## src/rtl/serving_timer_pkg.sv

```systemverilog
`default_nettype none
// +----------------------------------------------------------------------------+
// | serving_timer_pkg: shared register map, CTRL field layout and helpers      |
// | Revision: 1.0                                                              |
// +----------------------------------------------------------------------------+
package serving_timer_pkg;

    // Word addresses (adr[3:2]) of the 16-byte block: 0x0, 0x4, 0x8, 0xC
    typedef enum logic [1:0] {
        REG_MTIME    = 2'd0,
        REG_MTIMECMP = 2'd1,
        REG_CTRL     = 2'd2,
        REG_STATUS   = 2'd3
    } reg_adr_e;

    localparam int c_presc_w        = 8;
    localparam int c_ctrl_en        = 0;
    localparam int c_ctrl_irq_en    = 1;
    localparam int c_ctrl_presc_lsb = 8;
    localparam int c_status_pending = 0;

    function automatic logic [31:0] f_merge(input logic [31:0] old_v,
                                            input logic [31:0] new_v,
                                            input logic [3:0]  sel);
        logic [31:0] v;
        v = old_v;
        for (int b = 0; b < 4; b++) begin
            if (sel[b]) v[8*b +: 8] = new_v[8*b +: 8];
        end
        return v;
    endfunction

endpackage
`default_nettype wire

```

## src/rtl/serving_timer_if.sv

```systemverilog
`default_nettype none
// +----------------------------------------------------------------------------+
// | serving_timer_if: Wishbone-style register bus between CPU and timer        |
// | Revision: 1.0                                                              |
// +----------------------------------------------------------------------------+
interface serving_timer_if;
    logic [1:0]  i_wb_adr;
    logic [31:0] i_wb_dat;
    logic [3:0]  i_wb_sel;
    logic        i_wb_we;
    logic        i_wb_stb;
    logic [31:0] o_wb_rdt;
    logic        o_wb_ack;

    modport master (
        output i_wb_adr, i_wb_dat, i_wb_sel, i_wb_we, i_wb_stb,
        input  o_wb_rdt, o_wb_ack
    );

    modport slave (
        input  i_wb_adr, i_wb_dat, i_wb_sel, i_wb_we, i_wb_stb,
        output o_wb_rdt, o_wb_ack
    );
endinterface
`default_nettype wire

```

## src/rtl/serving_timer_presc.sv

```systemverilog
`default_nettype none
// +----------------------------------------------------------------------------+
// | serving_timer_presc: divide-by-(presc+1) counter producing a 1-cycle tick  |
// | Revision: 1.0                                                              |
// +----------------------------------------------------------------------------+
module serving_timer_presc
    import serving_timer_pkg::*;
#(
    parameter int WIDTH = c_presc_w
) (
    input  wire logic             i_clk,
    input  wire logic             i_rst,
    input  wire logic             i_en,
    input  wire logic             i_clr,
    input  wire logic [WIDTH-1:0] i_presc,
    output logic                  o_tick
);

    logic [WIDTH-1:0] r_cnt;
    logic             w_wrap;

    assign w_wrap = (r_cnt == i_presc);
    assign o_tick = i_en & ~i_clr & w_wrap;

    always_ff @(posedge i_clk or posedge i_rst) begin
        if (i_rst) begin
            r_cnt <= '0;
        end else if (!i_en || i_clr || w_wrap) begin
            r_cnt <= '0;
        end else begin
            r_cnt <= r_cnt + 1'b1;
        end
    end

endmodule
`default_nettype wire

```

## src/rtl/serving_timer.sv

```systemverilog
`default_nettype none
// +----------------------------------------------------------------------------+
// | serving_timer: memory-mapped MTIME/MTIMECMP timer with level interrupt     |
// | Revision: 1.0                                                              |
// +----------------------------------------------------------------------------+
module serving_timer
    import serving_timer_pkg::*;
#(
    parameter logic [7:0]  PRESC_RESET = 8'd0,
    parameter logic [31:0] CMP_RESET   = 32'hFFFF_FFFF
) (
    input  wire logic       i_clk,
    input  wire logic       i_rst,
    serving_timer_if.slave  wb,
    output logic            o_timer_irq
);

    logic                 r_ack;
    logic [31:0]          r_rdt;
    logic [31:0]          r_mtime;
    logic [31:0]          r_mtimecmp;
    logic                 r_en;
    logic                 r_irq_en;
    logic [c_presc_w-1:0] r_presc;
    logic                 r_pending;

    reg_adr_e             w_adr;
    logic                 w_acc;
    logic                 w_wr;
    logic                 w_wr_mtime;
    logic                 w_wr_cmp;
    logic                 w_wr_ctrl;
    logic                 w_wr_status;
    logic                 w_presc_clr;
    logic                 w_status_clr;
    logic                 w_match;
    logic                 w_tick;
    logic [31:0]          w_rd_data;

    // A request is accepted only when no ack is outstanding, so a held strobe
    // alternates ack and never produces two back-to-back acks.
    assign w_adr        = reg_adr_e'(wb.i_wb_adr);
    assign w_acc        = wb.i_wb_stb & ~r_ack;
    assign w_wr         = w_acc & wb.i_wb_we;
    assign w_wr_mtime   = w_wr && (w_adr == REG_MTIME);
    assign w_wr_cmp     = w_wr && (w_adr == REG_MTIMECMP);
    assign w_wr_ctrl    = w_wr && (w_adr == REG_CTRL);
    assign w_wr_status  = w_wr && (w_adr == REG_STATUS);
    assign w_presc_clr  = w_wr_ctrl & wb.i_wb_sel[1];
    assign w_status_clr = w_wr_status & wb.i_wb_sel[0] & wb.i_wb_dat[c_status_pending];
    assign w_match      = r_en && (r_mtime == r_mtimecmp);

    serving_timer_presc #(
        .WIDTH (c_presc_w)
    ) u_presc (
        .i_clk   (i_clk),
        .i_rst   (i_rst),
        .i_en    (r_en),
        .i_clr   (w_presc_clr),
        .i_presc (r_presc),
        .o_tick  (w_tick)
    );

    always_comb begin
        w_rd_data = '0;
        case (w_adr)
            REG_MTIME:    w_rd_data = r_mtime;
            REG_MTIMECMP: w_rd_data = r_mtimecmp;
            REG_CTRL: begin
                w_rd_data[c_ctrl_en]                        = r_en;
                w_rd_data[c_ctrl_irq_en]                    = r_irq_en;
                w_rd_data[c_ctrl_presc_lsb +: c_presc_w]    = r_presc;
            end
            REG_STATUS:   w_rd_data[c_status_pending] = r_pending;
            default:      w_rd_data = '0;
        endcase
    end

    always_ff @(posedge i_clk or posedge i_rst) begin
        if (i_rst) begin
            r_ack      <= 1'b0;
            r_rdt      <= '0;
            r_mtime    <= '0;
            r_mtimecmp <= CMP_RESET;
            r_en       <= 1'b0;
            r_irq_en   <= 1'b0;
            r_presc    <= PRESC_RESET;
            r_pending  <= 1'b0;
        end else begin
            r_ack <= w_acc;
            r_rdt <= w_acc ? w_rd_data : 32'd0;

            // A bus write to MTIME overrides a coincident tick
            if (w_wr_mtime) begin
                r_mtime <= f_merge(r_mtime, wb.i_wb_dat, wb.i_wb_sel);
            end else if (w_tick) begin
                r_mtime <= r_mtime + 32'd1;
            end

            if (w_wr_cmp) begin
                r_mtimecmp <= f_merge(r_mtimecmp, wb.i_wb_dat, wb.i_wb_sel);
            end

            if (w_wr_ctrl) begin
                if (wb.i_wb_sel[0]) begin
                    r_en     <= wb.i_wb_dat[c_ctrl_en];
                    r_irq_en <= wb.i_wb_dat[c_ctrl_irq_en];
                end
                if (wb.i_wb_sel[1]) begin
                    r_presc <= wb.i_wb_dat[c_ctrl_presc_lsb +: c_presc_w];
                end
            end

            // Set beats a simultaneous write-one-to-clear
            r_pending <= w_match | (r_pending & ~w_status_clr);
        end
    end

    assign wb.o_wb_ack = r_ack;
    assign wb.o_wb_rdt = r_rdt;
    assign o_timer_irq = r_pending & r_irq_en;

endmodule
`default_nettype wire

```

## src/flat_wrapper.sv

```systemverilog
// flat-port wrapper written by rule: the top's interface ports become plain ports
module serving_timer_flat import serving_timer_pkg::*;
#(
    parameter logic [7:0]  PRESC_RESET = 8'd0,
    parameter logic [31:0] CMP_RESET   = 32'hFFFF_FFFF
)
  (i_clk, i_rst, o_timer_irq, wb_i_wb_adr, wb_i_wb_dat, wb_i_wb_sel, wb_i_wb_we, wb_i_wb_stb, wb_o_wb_rdt, wb_o_wb_ack);
  serving_timer_if wb_i ();
  input  wire logic i_clk;
  input  wire logic i_rst;
  output logic o_timer_irq;
  input wire logic [$bits(wb_i.i_wb_adr)-1:0] wb_i_wb_adr;
  input wire logic [$bits(wb_i.i_wb_dat)-1:0] wb_i_wb_dat;
  input wire logic [$bits(wb_i.i_wb_sel)-1:0] wb_i_wb_sel;
  input wire logic [$bits(wb_i.i_wb_we)-1:0] wb_i_wb_we;
  input wire logic [$bits(wb_i.i_wb_stb)-1:0] wb_i_wb_stb;
  output wire logic [$bits(wb_i.o_wb_rdt)-1:0] wb_o_wb_rdt;
  output wire logic [$bits(wb_i.o_wb_ack)-1:0] wb_o_wb_ack;
  assign wb_i.i_wb_adr = wb_i_wb_adr;
  assign wb_i.i_wb_dat = wb_i_wb_dat;
  assign wb_i.i_wb_sel = wb_i_wb_sel;
  assign wb_i.i_wb_we = wb_i_wb_we;
  assign wb_i.i_wb_stb = wb_i_wb_stb;
  assign wb_o_wb_rdt = wb_i.o_wb_rdt;
  assign wb_o_wb_ack = wb_i.o_wb_ack;
  serving_timer #(.PRESC_RESET(PRESC_RESET), .CMP_RESET(CMP_RESET)) u_core (.i_clk(i_clk), .i_rst(i_rst), .wb(wb_i), .o_timer_irq(o_timer_irq));
endmodule
```

## config.mk

```make
export PLATFORM = sky130hd
export DESIGN_NAME = serving_timer_flat
export DESIGN_NICKNAME = d
export VERILOG_FILES = /design/src/rtl/serving_timer_pkg.sv /design/src/rtl/serving_timer_if.sv /design/src/rtl/serving_timer_presc.sv /design/src/rtl/serving_timer.sv /design/src/flat_wrapper.sv
export SDC_FILE = /design/constraint.sdc
export NUM_CORES = 1
export LEC_CHECK = 0
export ABC_AREA = 0
export ABC_CLOCK_PERIOD_IN_PS = 8500
export BUFFER_PORTS_ARGS = -buffer_cell sky130_fd_sc_hd__buf_2
export CORE_MARGIN = 2
export CORE_UTILIZATION = 55
export DETAILED_ROUTE_END_ITERATION = 12
export PLACE_DENSITY = 0.77
export REMOVE_ABC_BUFFERS = 1
export SLEW_MARGIN = 25
export SYNTH_ARGS = -nofsm -noshare
export SYNTH_HDL_FRONTEND = slang
export SYNTH_SLANG_ARGS = --single-unit
```

## constraint.sdc

```tcl
create_clock -name i_clk -period 8.5 [get_ports i_clk]
set_input_delay 0 -clock i_clk [delete_from_list [all_inputs] [get_ports i_clk]]
set_output_delay 0 -clock i_clk [all_outputs]
set_load 0.02 [all_outputs]
```

---- Yosys cells after proc, flatten, opt, wreduce, memory -nomap -nowiden ----
Cells that the tools add are included.
word-level totals
  bits of input ports ..................... 42
  register bits after elaboration ......... 116
operators by class
  multiplexer cells ....................... 13
  equal/unequal tests ..................... 9
  add/sub/neg operators ................... 2
  bitwise logic cells ..................... 13
  reductions and logical operators ........ 20
operators by type and width
  cell                                            number
  two-way mux 32 bit                              3
  two-way mux 8 bit                               5
  adder 32 x 1 -> 32 bit (second input constant)  1
  == test 32 bit                                  1
  one-hot mux 16 bit (2 select lines)             1
  one-hot mux 8 bit (3 select lines)              1
  AND reduction 2 bit                             10
  one-hot mux 6 bit (2 select lines)              1
  bitwise AND 1 bit                               9
  adder 8 x 1 -> 8 bit (second input constant)    1
  == test 8 bit                                   1
  inequality test 2 bit (second input constant)   4
  logical AND 1 bit                               5
  == test 2 bit (second input constant)           2
  one-hot mux 1 bit (4 select lines)              1
  inverter 1 bit                                  3
  one-hot mux 1 bit (3 select lines)              1
  == test 2 x 1 -> 1 bit (second input constant)  1
  zero test 2 bit                                 1
  logical OR 1 bit                                2
  nonzero test 2 bit                              1
  zero test 1 bit                                 1
  OR 1 bit                                        1

---- Longest topological paths before layout ----
  depth after elaboration ................. 10
  mapped depth ............................ 9

---- Hierarchy ----
Synthesis repeated with hierarchy kept, for this count alone.
unflattened totals
  cells, all modules ...................... 591
  area total of the unflattened synthesis .. 6105.9 um^2
modules (own cells, without submodules)
  module               seq. area each (um^2)  area an instance (um^2)  cells an instance  times used
  serving_timer        2742.6                 5581.6                   543                1
  serving_timer_presc  200.2                  524.3                    48                 1

---- Worst setup path after synthesis ----
Ideal clock, no wire load.
  path type ............................... register to register
  start point ............................. reg u_core.r_ack (netlist: u_core.wb.o_wb_ack)
  end point ............................... reg u_core.r_mtime[3]
  arrival ................................. 1.882 ns
  cell stages (with the launch flop) ...... 9
  library setup time ...................... 0.140 ns
  data required time ...................... 8.360 ns
  setup slack ............................. 6.478 ns
  cell sequence ........................... dfrtp_1 > or3b_1 > buf_2 > or3_1 > buf_2 > buf_6 > buf_2 > a21oi_1 > o22ai_1
between the ends
  cells in the longest elaborated chain, start to end .. 10
  elaborated cells on any way between the ends .. 13
  classes of those cells .................. eq/ne: 1; mux: 1; bitwise: 7; reduce/logical: 4
ends and longest elaborated chain
  what                                  RTL line                   RTL
  from (decl)                           serving_timer.sv:18        logic r_ack;
  from (signal assigned)                serving_timer.sv:90        r_ack <= w_acc;
  inverter 1 bit (*)                    serving_timer.sv:43        assign w_acc = wb.i_wb_stb & ~r_ack;
  bitwise AND 1 bit (*)                 serving_timer.sv:43
  bitwise AND 1 bit (*)                 serving_timer.sv:44        assign w_wr = w_acc & wb.i_wb_we;
  logical AND 1 bit                     serving_timer.sv:47        assign w_wr_ctrl = w_wr && (w_adr == REG_CTRL);
  bitwise AND 1 bit                     serving_timer.sv:49        assign w_presc_clr = w_wr_ctrl & wb.i_wb_sel[1];
  inverter 1 bit                        serving_timer_presc.sv:23  assign o_tick = i_en & ~i_clr & w_wrap;
  bitwise AND 1 bit (2 in a row)        serving_timer_presc.sv:23
  nonzero test 2 bit (no source line)   -
  AND reduction 2 bit (no source line)  -
  to (signal assigned)                  serving_timer.sv:95        r_mtime <= f_merge(r_mtime, wb.i_wb_dat, wb.i_wb_sel);
  to (signal assigned)                  serving_timer.sv:97        r_mtime <= r_mtime + 32'd1;
  to (decl)                             serving_timer.sv:20        logic [31:0] r_mtime;
Every way passes the cells marked *; elsewhere a longest branch is shown, timed or not.
A chain may end at the register's enable or synchronous reset.

---- Worst setup path in the final report ----
  start point ............................. reg u_core.r_ack (netlist: u_core.wb.o_wb_ack)
  end point ............................... reg u_core.r_mtime[1]
Same word-level chain as after synthesis.

==> metrics.md <==
| Metric | Value |
|---|---|
| Cell Pwr Density | 252 mW/mm2 |
| Layout cell share with drive strength beyond 1 | between 20% and 30% |
| Synth area leader | dfrtp_1 |
| Sequential share of the synthesized area | 48.6% |
| Hpwl dp | ~10000 um |
| FF+latch area | 0.00294 mm2 |
| Die area | between 0.01 and 0.015 mm2 |
| Initial Util | 56.1% |
| Via Count | between 4k and 5k |
| Initial antenna violation count | 0 |
| Status | completed |
| Post-synthesis area per instance | between 10 and 15 um2 |
| Final count of negative-setup-slack endpoints | 0 |
| Slew at the pin closest to its max-slew limit | approximately 1000 ps |
| Synth warn | 0 |
| Initial DRC Count | 280 |
| Layout area overhead | 23.6% |
| Via density | 5.81 |
| Worst setup SP type | flip-flop |
| Post-synthesis cell count | 582 |
| Worst-Skew Late Latency | about 540 ps |
| Gr ovfl total | 0 |
| Sink Count | 116 |
| Final WS setup | between 4000 and 5000 ps |
| Synth Flop Type | dfrtp_1 |
| Final wirelength | 15400 um |
| FP Rows | 38 |
| Hold Vio Cnt, Final | 0 |
| Cells after DPL | between 700 and 800 |
| Unrepaired setup endpoints after global routing | no |
| CTS Buf Count | 17 |
| CP Data Required Time | just under 9000 ps |
| H-tree levels | 4 |
| Post-layout nets | between 700 and 800 |
| I/O Buffers | 75 |
| Max Root-Sink Buffers | 2 |
| Leakage Power | approximately 3.3 nW |
| Vias in the first global route | between 4k and 5k |
| Fraction of registers with async set/reset | 100% |
| Slew HR | 30.5% |
| DRC violations left | 0 |
| Clock root buffer | clkbuf_8 |
| Netlist Area Pre-Place | between 0.006 and 0.007 mm2 |
| Routability cong. | ~0.93 |
| Total of max-cap violations | 0 |
| IO Pins | between 70 and 80 |
| Multi-input logic area | 0.00294 mm2 |
| Dominant cells by area after synthesis | dfrtp_1 (35%), dfstp_2 (14%), mux2_2 (7.8%) |
| Synth unique cells | 60 |
| Total global-route track usage | 27.7% |
| Die H | ~110 um |
| CTS tree | yes |
| Wire length per cell | roughly 18 um |
| Period minus WS final | approximately 3500 ps |
| Clock slew at reported path FFs | roughly 50 ps |
| Finished Layout Cells | around 840 |
| Die W | 109 um |
| Area of the core | around 0.011 mm2 |
| Worst slack at placement | 5380 ps |
| Fmax | ~0.28 GHz |
| Antenna viol nets, final | 0 |
| Fillcell total | around 840 |
| Post-cts sizing count | 0 |
| Flops & latches, synth | about 120 |
| Post-synth EDFFs | 0 |
| VDD IR max | between 0.2 and 0.25 mV |
| Worst Setup Path Type | flip-flop to flip-flop |
| Worst Clk Skew | about 7.1 ps |
| Final Slew Violations | 0 |
| Setup TNS | 0 ps |
| First-pass GRT wire length | 24500 um |
| Yosys top cell area share | 34.7% |
| Worst Path Arrival | 3940 ps |
| Final period utilization | 41.5% |
| Crit-path max FO | 33 |
| N_diodes | 0 |
| 1st-pass router iterations | 5 |
| Largest net degree at the start of global routing | around 80 |
| Endpoint class of the critical path | flip-flop |
| HP Class | input port to flip-flop |
==> cell type report <==
class | count | share of cell area, %
sequential | 116 | 39.3
multi-input combinational | 430 | 39.3
timing repair buffer | 119 | 10.8
clock buffer | 22 | 6.18
tap | 140 | 2.34
clock inverter | 10 | 1.72
inverter | 7 | 0.384
==> flip-flops by register name (all words and copies together) (netlist names) <==
signal                cells
u_core.r_mtime           32
u_core.r_mtimecmp        32
u_core.r_presc            8
u_core.r_irq_en           1
u_core.wb.o_wb_ack        1
u_core.u_presc.r_cnt      8
u_core.r_pending          1
u_core.r_en               1
u_core.wb.o_wb_rdt       32
==> worst paths after layout <==
kind,startpoint,endpoint,slack [ps],cells after the start
max in group asynchronous,i_rst,u_core.r_presc[6],7410,4
hold / removal,wb_i_wb_stb,u_core.wb.o_wb_ack,20,3
setup / recovery,u_core.wb.o_wb_ack,u_core.r_mtime[1],4970,8
setup reg to reg,u_core.wb.o_wb_ack,u_core.r_mtime[1],4970,8
hold reg to reg,u_core.r_irq_en,u_core.r_irq_en,540,1
min in group asynchronous,i_rst,u_core.wb.o_wb_rdt[2],30,3
==> layer usage <==
metal | up-vias | share of wire (%) | global-route usage (%)
li1 | 2311 | - | -
met1 | 2382 | 43 | 35.7
met2 | 188 | 49 | 45.1
met3 | 26 | 6.0 | 8.37
met4 | 0 | 1.9 | 8.70
met5 | - | 0 | 0
==> power by group <==
group,internal [W],switching [W],total [W]
clock,0.000466,0.000242,0.000709
sequential,0.000674,0.000121,0.000795
combinational,0.000184,0.000197,0.000382
total,0.00132,0.000561,0.00189
==> cells in the final DEF (no fill, tap or decap), drive strengths merged, types with 4 or more instances in the layout <==
cell / instances
a211oi: 4
a21oi: 38
a31oi: 5
and2: 8
and3: 10
and4: 6
buf: 79
clkbuf: 22
clkinv: 7
dfrtp: 84
dfstp: 32
dlygate4sd3: 40
inv: 7
mux2: 42
mux2i: 31
nand2: 40
nand3: 24
nand4: 15
nor2: 72
nor3: 16
nor4: 8
o21ai: 13
o22a: 5
o22ai: 6
o32ai: 4
xnor2: 31
xor2: 19
==> worst max-delay path, cell delays in order, from the launching register on <==
cell and delay (ps):
dfrtp_1 390, or3b_1 790, or3_1 750, buf_4 360
nand4_4 200, nand2_2 160, nor2_1 120, a31oi_1 40
dlygate4sd3_1 580
==> cells by family after synthesis <==
group           synth area share (%)
buf+inv                         2.91
simple gates                    17.9
compound gates                  9.71
xor+xnor                        7.23
flops                           48.6
mux                             13.3
fa+ha+maj                      0.413
==> through the flow <==
step	instance area (um2)	hold WS (ps)	util, %	total power [W]
after global placement	6490	37.9	60.1	0.00114
after floorplan	5910	144	-	0.00103
after detailed placement	6490	43.8	60.1	0.00116
after global routing	7490	44.7	69.4	0.00197
after CTS	7480	1.02	69.3	0.00189
final	7490	15.4	69.4	0.00189
==> synthesized netlist by cell type, types with 3 or more instances <==
cell type  count
nand4_1       14
dfrtp_1       84
o32ai_1        4
a211oi_1       4
and4_1         6
xor2_1        19
a21oi_1       36
and2_1         8
o22a_1         5
a31oi_1        5
o22ai_1        6
nand3_1       24
mux2i_1       31
a22oi_1        3
nor2_1        72
clkbuf_1      11
and3_1        10
buf_6          3
buf_2         10
o21ai_0        8
mux2_2        42
o21ai_1        5
dfstp_2       32
nor3_1        14
xnor2_1       31
nand2_1       39
nor4_1         7
inv_1          7
==> repair_timing <==
item | 4_1_cts | 5_1_grt
buffers inserted | 0 | 0
endpoints found under the hold margin | 120 | 0
hold buffers | 40 | 0
No activity file was read; power rests on OpenSTA's default activity.
